`src/rtl/booth_pkg.sv`:
```
// Shared types and helpers for the sequential Booth multiplier.
// Optional feature: define BOOTH_RADIX4_EN for radix-4 modified Booth recoding
// (two multiplier bits retired per clock instead of one).
package booth_pkg;

    typedef enum logic [1:0] {
        IDLE = 2'd0,
        CALC = 2'd1,
        DONE = 2'd2
    } state_e;

    typedef enum logic [2:0] {
        OP_NONE = 3'd0,
        OP_ADD  = 3'd1,
        OP_SUB  = 3'd2,
        OP_ADD2 = 3'd3,
        OP_SUB2 = 3'd4
    } op_e;

`ifdef BOOTH_RADIX4_EN
    localparam int BITS_PER_ITER = 2;
`else
    localparam int BITS_PER_ITER = 1;
`endif

    // Number of CALC iterations needed to retire all multiplier bits.
    function automatic int iter_count(input int width);
        iter_count = width / BITS_PER_ITER;
    endfunction

endpackage

```
`src/rtl/booth_mult_seq_recoder.sv`:
```
// Booth recoder: maps a 3-bit multiplier window {b1, b0, b-1} to an
// accumulator operation. Radix-2 callers replicate b0 into b1 so that only
// the NONE/ADD/SUB codes can appear.
module booth_recoder
    import booth_pkg::*;
(
    input  logic [2:0] i_window,
    output op_e        o_op
);

    // Standard modified-Booth recoding table.
    always_comb begin
        o_op = OP_NONE;
        case (i_window)
            3'b000, 3'b111: o_op = OP_NONE;
            3'b001, 3'b010: o_op = OP_ADD;
            3'b011:         o_op = OP_ADD2;
            3'b100:         o_op = OP_SUB2;
            3'b101, 3'b110: o_op = OP_SUB;
            default:        o_op = OP_NONE;
        endcase
    end

endmodule

```
`src/rtl/booth_mult_seq.sv`:
```
// Sequential signed Booth multiplier with start/done handshake.
// Radix-2 by default (WIDTH iterations); define BOOTH_RADIX4_EN for
// radix-4 recoding (WIDTH/2 iterations, WIDTH must be even).
module booth_mult_seq
    import booth_pkg::*;
#(
    parameter int WIDTH = 8
) (
    input  logic                        clk,
    input  logic                        rst_n,
    input  logic                        start,
    input  logic signed [WIDTH-1:0]     multiplicand,
    input  logic signed [WIDTH-1:0]     multiplier,
    output logic                        busy,
    output logic                        done,
    output logic signed [2*WIDTH-1:0]   product
);

    // Accumulator carries extra sign bits so -M and -2M of the most
    // negative operand never overflow.
    localparam int AW   = WIDTH + BITS_PER_ITER;
    localparam int ITER = iter_count(WIDTH);
    localparam int CW   = $clog2(WIDTH + 1);

    if ((WIDTH < 4) || (WIDTH > 32)) begin : g_bad_width
        $error("booth_mult_seq: WIDTH must be in 4..32");
    end

`ifdef BOOTH_RADIX4_EN
    if ((WIDTH % 2) != 0) begin : g_odd_width
        $error("booth_mult_seq: radix-4 mode needs an even WIDTH");
    end
`endif

    state_e                     r_state;
    logic [AW-1:0]              r_acc;
    logic [AW-1:0]              r_mcand;
    logic [WIDTH-1:0]           r_qreg;
    logic                       r_qm1;
    logic [CW-1:0]              r_cnt;
    logic                       r_busy;
    logic                       r_done;
    logic signed [2*WIDTH-1:0]  r_product;

    logic [2:0]                 w_window;
    op_e                        w_op;
    logic [AW-1:0]              w_m2;
    logic [AW-1:0]              w_addend;
    logic [AW-1:0]              w_sum;
    logic [AW-1:0]              w_acc_next;
    logic [WIDTH-1:0]           w_q_next;
    logic                       w_qm1_next;

`ifdef BOOTH_RADIX4_EN
    assign w_window = {r_qreg[1:0], r_qm1};
`else
    assign w_window = {r_qreg[0], r_qreg[0], r_qm1};
`endif

    booth_recoder u_recoder (
        .i_window (w_window),
        .o_op     (w_op)
    );

    assign w_m2  = {r_mcand[AW-2:0], 1'b0};
    assign w_sum = r_acc + w_addend;

    // Select the accumulator addend for the recoded operation.
    always_comb begin
        w_addend = {AW{1'b0}};
        case (w_op)
            OP_NONE: w_addend = {AW{1'b0}};
            OP_ADD:  w_addend = r_mcand;
            OP_SUB:  w_addend = -r_mcand;
            OP_ADD2: w_addend = w_m2;
            OP_SUB2: w_addend = -w_m2;
            default: w_addend = {AW{1'b0}};
        endcase
    end

    // Arithmetic right shift of {A, Qreg, q_m1} by the bits retired per step.
    always_comb begin
`ifdef BOOTH_RADIX4_EN
        w_acc_next = {{2{w_sum[AW-1]}}, w_sum[AW-1:2]};
        w_q_next   = {w_sum[1:0], r_qreg[WIDTH-1:2]};
        w_qm1_next = r_qreg[1];
`else
        w_acc_next = {w_sum[AW-1], w_sum[AW-1:1]};
        w_q_next   = {w_sum[0], r_qreg[WIDTH-1:1]};
        w_qm1_next = r_qreg[0];
`endif
    end

    // Control FSM, iteration counter, datapath registers and output registers.
    always_ff @(posedge clk) begin
        if (!rst_n) begin
            r_state   <= IDLE;
            r_acc     <= {AW{1'b0}};
            r_mcand   <= {AW{1'b0}};
            r_qreg    <= {WIDTH{1'b0}};
            r_qm1     <= 1'b0;
            r_cnt     <= {CW{1'b0}};
            r_busy    <= 1'b0;
            r_done    <= 1'b0;
            r_product <= {(2*WIDTH){1'b0}};
        end else begin
            case (r_state)
                IDLE, DONE: begin
                    r_done <= 1'b0;
                    if (start) begin
                        r_acc   <= {AW{1'b0}};
                        r_mcand <= {{(AW-WIDTH){multiplicand[WIDTH-1]}}, multiplicand};
                        r_qreg  <= multiplier;
                        r_qm1   <= 1'b0;
                        r_cnt   <= CW'(ITER);
                        r_busy  <= 1'b1;
                        r_state <= CALC;
                    end else begin
                        r_busy  <= 1'b0;
                        r_state <= IDLE;
                    end
                end
                CALC: begin
                    r_acc <= w_acc_next;
                    r_qreg <= w_q_next;
                    r_qm1 <= w_qm1_next;
                    r_cnt <= r_cnt - CW'(1);
                    if (r_cnt == CW'(1)) begin
                        r_product <= {w_acc_next[WIDTH-1:0], w_q_next};
                        r_busy    <= 1'b0;
                        r_done    <= 1'b1;
                        r_state   <= DONE;
                    end else begin
                        r_busy    <= 1'b1;
                        r_done    <= 1'b0;
                    end
                end
                default: begin
                    r_busy  <= 1'b0;
                    r_done  <= 1'b0;
                    r_state <= IDLE;
                end
            endcase
        end
    end

    assign busy    = r_busy;
    assign done    = r_done;
    assign product = r_product;

endmodule

```
`config.mk`:
```
export PLATFORM = sky130hd
export DESIGN_NAME = booth_mult_seq
export DESIGN_NICKNAME = d
export VERILOG_FILES = /design/src/rtl/booth_pkg.sv /design/src/rtl/booth_mult_seq_recoder.sv /design/src/rtl/booth_mult_seq.sv
export SDC_FILE = /design/constraint.sdc
export NUM_CORES = 1
export LEC_CHECK = 0
export CAP_MARGIN = 20
export CORE_MARGIN = 1.5
export CORE_UTILIZATION = 40
export DETAILED_ROUTE_END_ITERATION = 10
export PLACE_DENSITY = 0.6
export SYNTH_ARGS = -nofsm -noshare
export SYNTH_HDL_FRONTEND = slang
export SYNTH_HIERARCHICAL = 1
export SYNTH_SLANG_ARGS = --single-unit
```
`constraint.sdc`:
```
create_clock -name clk -period 4.5 [get_ports clk]
set_input_delay 0.9 -clock clk [delete_from_list [all_inputs] [get_ports clk]]
set_output_delay 0.9 -clock clk [all_outputs]
set_load 0.05 [all_outputs]
```
## Yosys cells after proc, flatten, opt, wreduce, memory -nomap -nowiden

Memories as Yosys holds them, arrays and structs flattened. A register that Yosys moved wholly into a read port is not among the register bits.
Index checks and enable logic that the tools add are counted.
Widths: inputs -> output; s select.

| storage, ports and cells | value |
|---|---|
| register bits after elaboration | 50 |
| output and inout bits | 18 |
| memory bits (read-only) | 24 |
| memories | 1 |
| word-level logic and storage cells | 48 |

Memories:

| name | depth | width | read ports | clocked after memory_dff | wr ports | RTL line | text |
|---|---|---|---|---|---|---|---|
| (no name shown) | 8 | 3 | 1 | 1 | 0 | booth_mult_seq_recoder.sv:14 | `case (i_window)` |

| cells by class | value |
|---|---|
| add/sub/neg operators | 4 |
| reductions and logical operators | 7 |
| multiplexer cells | 18 |
| equality and inequality tests | 9 |

Operator list:

| cell | count |
|---|---|
| $pmux 9 s4 | 1 |
| $neg 9->9 | 2 |
| $pmux 9 s2 | 1 |
| $pmux 8 s2 | 1 |
| $add 9x9->9 | 1 |
| $mux 9 | 1 |
| $mux 8 | 1 |
| $pmux 4 s2 | 1 |
| $reduce_and 2->1 | 4 |
| $eq 3x2->1 const B | 2 |
| $mux 3 | 2 |
| $mux 1 | 5 |
| $eq 4x1->1 const B | 1 |
| $mux 4 | 1 |
| $ne 2x2->1 const B | 2 |
| $pmux 1 s2 | 2 |
| $pmux 2 s2 | 1 |
| $sub 4x1->4 const B | 1 |
| $eq 3x1->1 const B | 1 |
| $eq 3x3->1 const B | 1 |
| $eq 2x1->1 const B | 1 |
| $eq 2x2->1 const B | 1 |
| $logic_not 2->1 | 1 |
| $mux 2 | 1 |
| other kinds (2) | 2 |

## Depth between registers and ports, before layout

Gate-level depths: netlist (run 1).

| depth | value |
|---|---|
| depth after elaboration | 6 |
| mapped depth | 17 |
| depth with buffers taken out | 16 |

## By module

Netlist (run 1), hierarchy kept.

Modules (own cells, without submodules):

| module | instances | cells an instance | area an instance (µm²) |
|---|---|---|---|
| booth_mult_seq | 1 | 340 | 2663.8 |
| booth_recoder | 1 | 8 | 71.3 |

## Worst setup path before layout (run 1)

No wires, ideal clock.

| path | value |
|---|---|
| path type | reg-to-reg |
| start point | register r_qreg[0] (netlist name) |
| end point | register r_product[15] (netlist: product[15]) |
| setup slack | 1.333 ns |
| period minus slack after synthesis | 3.167 ns |
| cell stages (with the launch flop) | 15 |
| library setup time | 0.120 ns |
| data arrival time | 3.046 ns |
| required time | 4.380 ns |
| cells stage by stage | dfxtp_1 > inv_1 > ha_1 > mux2_4 > clkbuf_1 > a22o_1 > a22oi_1 > o21ai_0 > ha_1 > o21a_1 > o31a_1 > o41ai_2 > nor3b_1 > o21ai_0 > nor3b_1 |

RTL lines:

| what | RTL line | text |
|---|---|---|
| end signal: assignment | booth_mult_seq.sv:105 | `r_product <= {(2*WIDTH){1'b0}};` |
| end signal: assignment | booth_mult_seq.sv:129 | `r_product <= {w_acc_next[WIDTH-1:0], w_q_next};` |
| end: declaration | booth_mult_seq.sv:43 | `logic signed [2*WIDTH-1:0] r_product;` |

==> metrics.md, run 1 <==
| Metric | Value |
|---|---|
| Share of layout cells above drive strength 1 | `7.20%` |
| Initial Util | `42.1%` |
| Largest net degree at the start of global routing | `44` |
| CTS H-tree lvls | `2` |
| IO buf count | `36` |
| Largest stage delay, worst path | `470 ps` |
| Area after DPL | `3100 µm²` |
| IO Pins | `37` |
| Slowest CP cell | `o41ai_2` |
| Fin nets | `408` |
| Min-delay worst type | `reg2reg` |
| Initial antenna violation count | `0` |
| Worst EP arrival | `3860 ps` |
| Synth warnings | `6` |
| CTS sink cnt | `49` |
| Max Cap Violations | `0` |
| Distinct cells, synth | `55` |
| Hold_buf cts | `0` |
| Wirelength per Cell | `14.5 µm` |
| Remaining global-route overflow | `0` |
| Die Y | `85.7 µm` |
| Post-route cell area | `3220 µm²` |
| Setup bufs post-CTS | `0` |
| Post-Syn Nets | `382` |
| Startpoint type of the worst setup path | `register` |
| Gate Count Post-Synth | `348` |
| Prevailing post-synth register cell | `dfxtp_1` |
| CTS Root Cell | `clkbuf_8` |
| Die Area | `7340 µm²` |
| Max Fclk | `0.274 GHz` |
| HP Start | `product[11]` |
| LEAKAGE | `1.22 nW` |
| CP required | `4710 ps` |
| Final Critical Period | `3660 ps` |
| Filler cells | `640` |
| Synth Register Bits | `49` |
| Worst Hold End | `product[11]` |
| Buffer depth of the longest clock path | `2` |
| Worst rel slew slack | `43.2%` |
| Reg2Reg Launch Point | `r_qreg[0]` |
| Final setup violation count | `0` |
| TritonCTS Buffers | `5` |
| Asr flop ratio synth | `0%` |
| VDD IR max | `207 µV` |
| Post-cts sizing count | `0` |
| Antenna cells | `0` |
| Final period utilization | `81.2%` |
| Post-DP HPWL | `4660 µm` |
| Residual DRC | `0` |
| WS Path Type | `reg2reg` |
| Clock-pin slew on the worst setup and hold paths | `110 ps` |
| CP Capture Type | `register` |
| Reg2reg setup slack | `840 ps` |
| RSZ-0062 raised after global routing | `false` |
| Syn avg cell area | `7.86 µm²` |
| Reg2reg path depth | `15` |
| Syn-to-layout area delta | `17.6%` |
| Status | `finished clean` |
| Hold path depth | `2` |
| Crit-path cells | `inv_1, ha_1, nor2_1, buf_4, inv_1, nor2_1, a22oi_1, o22ai_1, ha_1, nor2b_1, o31a_1, o41ai_2, nor3b_1, o21ai_0, nor3b_1` |
| Least-Margin Pin Slew | `851 ps` |
| Initial DRT Pass Iterations | `4` |
| Tot Pwr | `0.000953 W` |
| DRT Wirelength | `6560 µm` |
| Core Area | `6490 µm²` |
| Worst-Skew Late Latency | `310 ps` |
| Post-synth EDFFs | `0` |
| Cell area after synthesis | `2740 µm²` |
| Iteration-0 DRC Markers | `95` |
| Clock Skews | `8.92 ps` |
| Post-placement cell count | `443` |
| Hold Vio Cnt, Final | `0` |
| Final cell count without fillers | `452` |
| Setup tns final | `0 ps` |
| Number of global-route vias before repair | `2228` |
| Crit path max fanout | `9` |
| Power per cell area | `296 nW/µm²` |
| Gr usage total | `18.6%` |
| Vias per cell | `5.47` |
| Sequential fraction of the synthesis area | `35.9%` |
| Reg2reg end | `product[15]` |
| Core Rows | `29` |
| GPL Wtd Cong | `0.900` |
| Die width | `85.7 µm` |
| Antenna-violating nets left | `0` |
| Final Max Slew Viols | `0` |
| First-pass GRT wire length | `11000 µm` |
| CTS tree | `yes` |
| Via count | `2474` |
[worst max-delay path: cells and delay by family (launching register included)]
| kind | cells | cell delay [ps] |
|---|---|---|
| AO/OA/AOI/OAI | 5 | 1190 |
| AND/OR/NAND/NOR | 5 | 1050 |
| adder cells (fa/ha/maj) | 2 | 480 |
| flip-flops | 1 | 450 |
| buffers and inverters | 3 | 380 |
[layer usage]
layer | vias to the layer above | share of wire [%] | track usage [%]
met5 | - | 0 | 0
met2 | 55 | 45 | 29.8
li1 | 1265 | - | -
met1 | 1149 | 49 | 25.9
met3 | 5 | 4.7 | 3.85
met4 | 0 | 0.87 | 3.96
[registers in the layout (all words and copies together), names as in the netlist]
| signal | cells |
|---|---|
| r_mcand | 8 |
| r_qreg | 8 |
| busy | 1 |
| r_acc | 8 |
| r_qm1 | 1 |
| r_state | 2 |
| product | 16 |
| done | 1 |
| r_cnt | 4 |
[how the worst max path moves through the flow]
stage | end | start | cells after the start | slack (ps)
finish | product[15] | r_qreg[0] | 15 | 840
floorplan | product[15] | r_qreg[0] | 14 | 1330
global route | product[15] | r_qreg[0] | 16 | 580
CTS | product[15] | r_qreg[0] | 15 | 850
detailed placement | product[15] | r_qreg[0] | 15 | 880
global placement | product[15] | r_qreg[0] | 15 | 920
[stage by stage]
| step | worst slack [ps] | utilization [%] | hold slack [ps] |
|---|---|---|---|
| 6_report | 844 | 49.5 | 462 |
| 5_1_grt | 582 | 49.5 | 486 |
| 4_1_cts | 854 | 49.4 | 466 |
| 3_5_place_dp | 882 | 47.8 | 449 |
| 3_3_place_gp | 922 | 47.8 | 446 |
| 2_1_floorplan | 1330 | - | 446 |
[cells in the final DEF (no fill, tap or decap), types with 5 or more instances in the layout]
| master | instances |
|---|---|
| nand2_1 | 58 |
| o21ai_0 | 15 |
| ha_1 | 14 |
| nor2_1 | 38 |
| nand3_1 | 7 |
| nor3_1 | 6 |
| a22oi_1 | 18 |
| clkbuf_8 | 5 |
| dfxtp_1 | 49 |
| clkdlybuf4s50_1 | 36 |
| inv_1 | 13 |
| a21oi_1 | 41 |
[cells in the mapped netlist, drive strengths merged (2+ instances only)]
master | number | area share [%]
nand2 | 58 | 8.0
dfxtp | 49 | 36
a21oi | 42 | 7.8
nor2 | 38 | 5.2
a22oi | 18 | 4.9
o21ai | 15 | 2.7
clkbuf | 14 | 1.9
ha | 14 | 6.4
inv | 13 | 1.8
buf | 8 | 2.4
nand3 | 7 | 1.3
nor3 | 7 | 1.7
a21o | 4 | 1.1
nor2b | 4 | 0.91
nor3b | 4 | 1.5
or3 | 4 | 0.91
xnor2 | 4 | 1.3
and2 | 3 | 0.73
nand2b | 3 | 0.69
nand4 | 3 | 0.69
o21a | 3 | 0.82
o22ai | 3 | 0.69
o31a | 3 | 1.0
a211oi | 2 | 0.55
a31oi | 2 | 0.46
and3 | 2 | 0.50
mux2 | 2 | 0.96
o31ai | 2 | 0.73
xor2 | 2 | 0.64
[cell type report]
type | count | area, µm² | area share [%]
tap | 77 | 96.3 | 2.99
multi-input combinational | 263 | 1580 | 49.2
sequential | 49 | 981 | 30.5
timing repair buffer | 41 | 402 | 12.5
clock buffer | 5 | 68.8 | 2.14
clock inverter | 3 | 33.8 | 1.05
inverter | 14 | 52.6 | 1.63
[report_power, final]
part           total [W]  switching, W  internal (W)
sequential      0.000476     0.0000234      0.000452
combinational   0.000190      0.000111     0.0000794
clock           0.000287      0.000171      0.000116
[kinds of logic (layout without fill, tap and decap cells)]
group           after synthesis  after routing  synth area share (%)
flops                        49             49                  35.9
buf+inv                      36             63                  6.27
fa+ha+maj                    15             15                  7.14
mux                           3              3                  1.33
compound gates              103            103                  24.1
simple gates                136            136                  23.4
xor+xnor                      6              6                  1.92
Note: power is estimated with default switching activity, not from simulation.
==> run 2, diff against run 1 <==
Clock period 4.5 ns to 3.5 ns, I/O delays scaled along.
==> metrics.md, run 2 (synthesis gave the netlist of run 1 again) <==
| Metric | Value |
|---|---|
| Core Area | `6490 µm²` |
| Remaining global-route overflow | `0` |
| Share of layout cells above drive strength 1 | `10.2%` |
| Most frequent cells in the layout | `nand2_1, dfxtp_1, a21oi_1` |
| Final setup violation count | `0` |
| GPL Wtd Cong | `0.872` |
| CP Capture Type | `register` |
| Power per cell area | `403 nW/µm²` |
| Final Util | `51.3%` |
| Die width | `85.7 µm` |
| CTS Root Cell | `clkbuf_8` |
| Initial Util | `42.1%` |
| Commonest non-fill, non-tap cell in the layout | `nand2_1` |
| TritonCTS Buffers | `5` |
| Antenna-violating nets left | `0` |
| First-pass GRT wire length | `11300 µm` |
| Setup tns final | `0 ps` |
| Clock Skews | `9.62 ps` |
| Gr usage total | `19.0%` |
| WS Path Type | `reg2reg` |
| Post-DP HPWL | `4640 µm` |
| Hold Vio Cnt, Final | `0` |
| DRT Wirelength | `6650 µm` |
| Syn-to-layout area delta | `21.7%` |
| Vias per cell | `5.53` |
| VDD IR max | `180 µV` |
| Via count | `2543` |
| Worst-Skew Late Latency | `310 ps` |
| Final period utilization | `94.5%` |
| Setup bufs post-CTS | `0` |
| Crit path max fanout | `14` |
| Worst EP arrival | `3520 ps` |
| Die Area | `7340 µm²` |
| Startpoint type of the worst setup path | `register` |
| Number of global-route vias before repair | `2415` |
| Final Critical Period | `3310 ps` |
| Core Rows | `29` |
| Die Y | `85.7 µm` |
| Max Fclk | `0.302 GHz` |
| Wirelength per Cell | `14.4 µm` |
| Largest net degree at the start of global routing | `44` |
| Fin nets | `416` |
| CTS tree | `yes` |
| CP required | `3710 ps` |
| Least-Margin Pin Slew | `715 ps` |
| Initial DRT Pass Iterations | `4` |
| Max reg flops | `16` |
| Residual DRC | `0` |
| IO buf count | `36` |
| RSZ-0062 raised after global routing | `false` |
| CTS H-tree lvls | `2` |
| Clock-pin slew on the worst setup and hold paths | `90 ps` |
| Worst rel slew slack | `52.3%` |
| IO Pins | `37` |
| Antenna cells | `0` |
| Initial antenna violation count | `0` |
| Final Max Slew Viols | `0` |
| Min-delay worst type | `reg2reg` |
| Status | `finished clean` |
| Filler cells | `635` |
| Buffer depth of the longest clock path | `2` |
| CTS sink cnt | `49` |
| LEAKAGE | `1.29 nW` |
| Iteration-0 DRC Markers | `99` |
| Hold_buf cts | `0` |
| Max Cap Violations | `0` |
run 2: final timing paths:
| check | from | to | slack, ps | depth (start not counted) |
|---|---|---|---|---|
| max reg2reg | r_qm1 | product[15] | 190 | 14 |
| min reg2reg | product[3] | product[3] | 460 | 2 |
| max | r_qm1 | product[15] | 190 | 14 |
| min | product[3] | product[3] | 460 | 2 |
run 2: through the flow:
stage               power (W)  cells  hold WS (ps)  area [µm²]  worst slack [ps]
detailed placement   0.000876    452           448        3170               117
floorplan            0.000799    348           446        2740               333
global placement     0.000875    452           447        3170               245
CTS                   0.00136    460           465        3300              97.0
global route          0.00141    460           487        3330              5.55
finish                0.00134    460           462        3330               194
run 2: repair_timing:
item	4_1_cts	5_1_grt
endpoints found under the setup margin	0	2
gates resized for setup	0	5
hold endpoints to repair	0	0
run 2: worst max-delay path, cell delays in order, from the launching register on:
cell and delay, ps:
dfxtp_1 370, inv_1 70, ha_1 280, mux2_4 340
nor3_2 230, buf_4 160, a22oi_1 80, o21ai_0 120
ha_1 330, o21a_1 200, o31a_1 150, o41ai_4 390
nor2_1 90, o21ai_0 170, nor3b_1 250
run 2: layout make-up:
type                       instances  area (µm²)  share of cell area (%)
sequential                        49         981                    29.5
clock buffer                       5        68.8                    2.07
clock inverter                     3        65.1                    1.95
inverter                          14        52.6                    1.58
timing repair buffer              49         458                    13.8
tap                               77        96.3                    2.89
multi-input combinational        263        1610                    48.3
run 2: power by group:
part / internal, W / leakage (nW) / switching [W]
sequential: 0.000581 / 0.399 / 0.0000217
combinational: 0.000110 / 0.820 / 0.000153
clock: 0.000284 / 0.0681 / 0.000191
run 2: layer usage:
| metal | track usage (%) | vias to the layer above | wire length (µm) | part of all wire, % |
|---|---|---|---|---|
| met5 | 0 | - | 0 | 0 |
| met4 | 5.87 | 0 | 85 | 1.3 |
| met3 | 3.27 | 8 | 229 | 3.4 |
| met2 | 30.6 | 46 | 3080 | 46 |
| met1 | 25.9 | 1208 | 3250 | 49 |
| li1 | - | 1281 | - | - |
==> run 3, diff against run 2 <==
Settings changed: MAX_ROUTING_LAYER set to met4, SETUP_SLACK_MARGIN set to 0.15.
==> metrics.md, run 3 (synthesis gave the netlist of run 1 again) <==
| Metric | Value |
|---|---|
| Die Y | `85.7 µm` |
| LEAKAGE | `1.31 nW` |
| Wirelength per Cell | `14.7 µm` |
| CP Capture Type | `register` |
| Core Area | `6490 µm²` |
| Remaining global-route overflow | `0` |
| Crit path max fanout | `11` |
| Post-DP HPWL | `4640 µm` |
| Final period utilization | `93.5%` |
| Max Cap Violations | `0` |
| Core Rows | `29` |
| Filler cells | `628` |
| Clock Skews | `8.48 ps` |
| Delay-heaviest family, CP | `simple AND/OR/NAND/NOR gates` |
| CTS sink cnt | `49` |
| Share of layout cells above drive strength 1 | `13.2%` |
| Antenna-violating nets left | `0` |
| Crit-path cells | `inv_1, ha_1, mux2_4, nor2_4, nor2_1, nor3_2, ha_1, inv_1, fa_1, nor2b_1, o31a_1, o41ai_4, or3_1, a21oi_2, nor3b_2` |
| CTS H-tree lvls | `2` |
| Largest stage delay, worst path | `400 ps` |
| VDD IR max | `179 µV` |
| GPL Wtd Cong | `0.886` |
| Startpoint type of the worst setup path | `register` |
| Final Util | `52.3%` |
| Worst Path Buf+Inv | `2` |
| Gr usage total | `19.6%` |
| Initial DRT Pass Iterations | `5` |
| Least-Margin Pin Slew | `735 ps` |
| Status | `finished clean` |
| Antenna cells | `0` |
| Worst rel slew slack | `50.9%` |
| DRT Wirelength | `6830 µm` |
| Residual DRC | `0` |
| Iteration-0 DRC Markers | `121` |
| Max Fclk | `0.306 GHz` |
| RSZ-0062 raised after global routing | `false` |
| Hold Vio Cnt, Final | `0` |
| Met3 Use GR | `3.27%` |
| Final Critical Period | `3270 ps` |
| Hold_buf cts | `0` |
| CTS tree | `yes` |
| Met1 Usage GRT | `26.1%` |
| Final Max Slew Viols | `0` |
| First-pass GRT wire length | `11300 µm` |
| Worst EP arrival | `3470 ps` |
| IO buf count | `36` |
| Clock-pin slew on the worst setup and hold paths | `90 ps` |
| Global route hottest layer | `met2` |
| Power per cell area | `398 nW/µm²` |
| Syn-to-layout area delta | `24.2%` |
| Via count | `2600` |
| Most frequent cells in the layout | `nand2_1, dfxtp_1, a21oi_1` |
| Vias per cell | `5.60` |
| CTS Root Cell | `clkbuf_8` |
| Initial antenna violation count | `0` |
| Die Area | `7340 µm²` |
| Commonest non-fill, non-tap cell in the layout | `nand2_1` |
| GRT met2 Usage | `30.6%` |
| Number of global-route vias before repair | `2410` |
| Buffer depth of the longest clock path | `2` |
| Fin nets | `420` |
| Final setup violation count | `0` |
| Slowest CP cell | `fa_1` |
| Initial Util | `42.1%` |
| TritonCTS Buffers | `5` |
| Die width | `85.7 µm` |
| Worst-Skew Late Latency | `300 ps` |
| Setup tns final | `0 ps` |
| Max reg flops | `16` |
| Largest net degree at the start of global routing | `44` |
| Min-delay worst type | `reg2reg` |
| WS Path Type | `reg2reg` |
| CP required | `3690 ps` |
| IO Pins | `37` |
[run 3: layout make-up]
type | count | area [µm²] | area share [%]
multi-input cells | 263 | 1640 | 48.4
clock inverters | 3 | 65.1 | 1.92
clock buffers | 5 | 68.8 | 2.03
well taps | 77 | 96.3 | 2.84
repair buffers | 53 | 488 | 14.4
inverters | 14 | 52.6 | 1.55
flip-flops and latches | 49 | 982 | 28.9
[run 3: path summary, 6_finish.rpt]
check | startpoint | endpoint | slack (ps) | depth (start not counted)
worst min-delay path | product[0] | product[0] | 460 | 2
worst max-delay path | r_qm1 | product[15] | 230 | 15
worst max register to register | r_qm1 | product[15] | 230 | 15
worst min register to register | product[0] | product[0] | 460 | 2
[run 3: stage by stage]
stage          instances  instance area, µm²  power [W]  worst slack [ps]  hold slack, ps
6_report             464                3400    0.00135               228             462
5_1_grt              464                3400    0.00142              72.1             488
4_1_cts              460                3320    0.00136               157             465
3_5_place_dp         452                3170   0.000876               117             448
3_3_place_gp         452                3170   0.000875               245             447
2_1_floorplan        348                2740   0.000799               333             446
[run 3: repair_timing]
item,in CTS,in global routing
endpoints found under the setup margin,1,5
endpoints found under the hold margin,0,0
gates resized for setup,1,15
pin swaps,0,2
buffers inserted,0,4
[run 3: metal layers]
layer,wire length [µm],vias up
li1,-,1295
met1,3220,1221
met2,3180,70
met3,310,14
met4,121,0
met5,0,-
[run 3: tightest hold or removal path, stage by stage, from the launching register on]
cell and delay, ps:
dfxtp_1 320, nand2_1 50, a21oi_1 50
[run 3: report_power, final]
group	total [W]	internal (W)	switching (W)	leakage, nW
Sequential	0.000603	0.000581	0.0000220	0.399
Clock	0.000475	0.000284	0.000191	0.0681
Combinational	0.000273	0.000115	0.000159	0.847
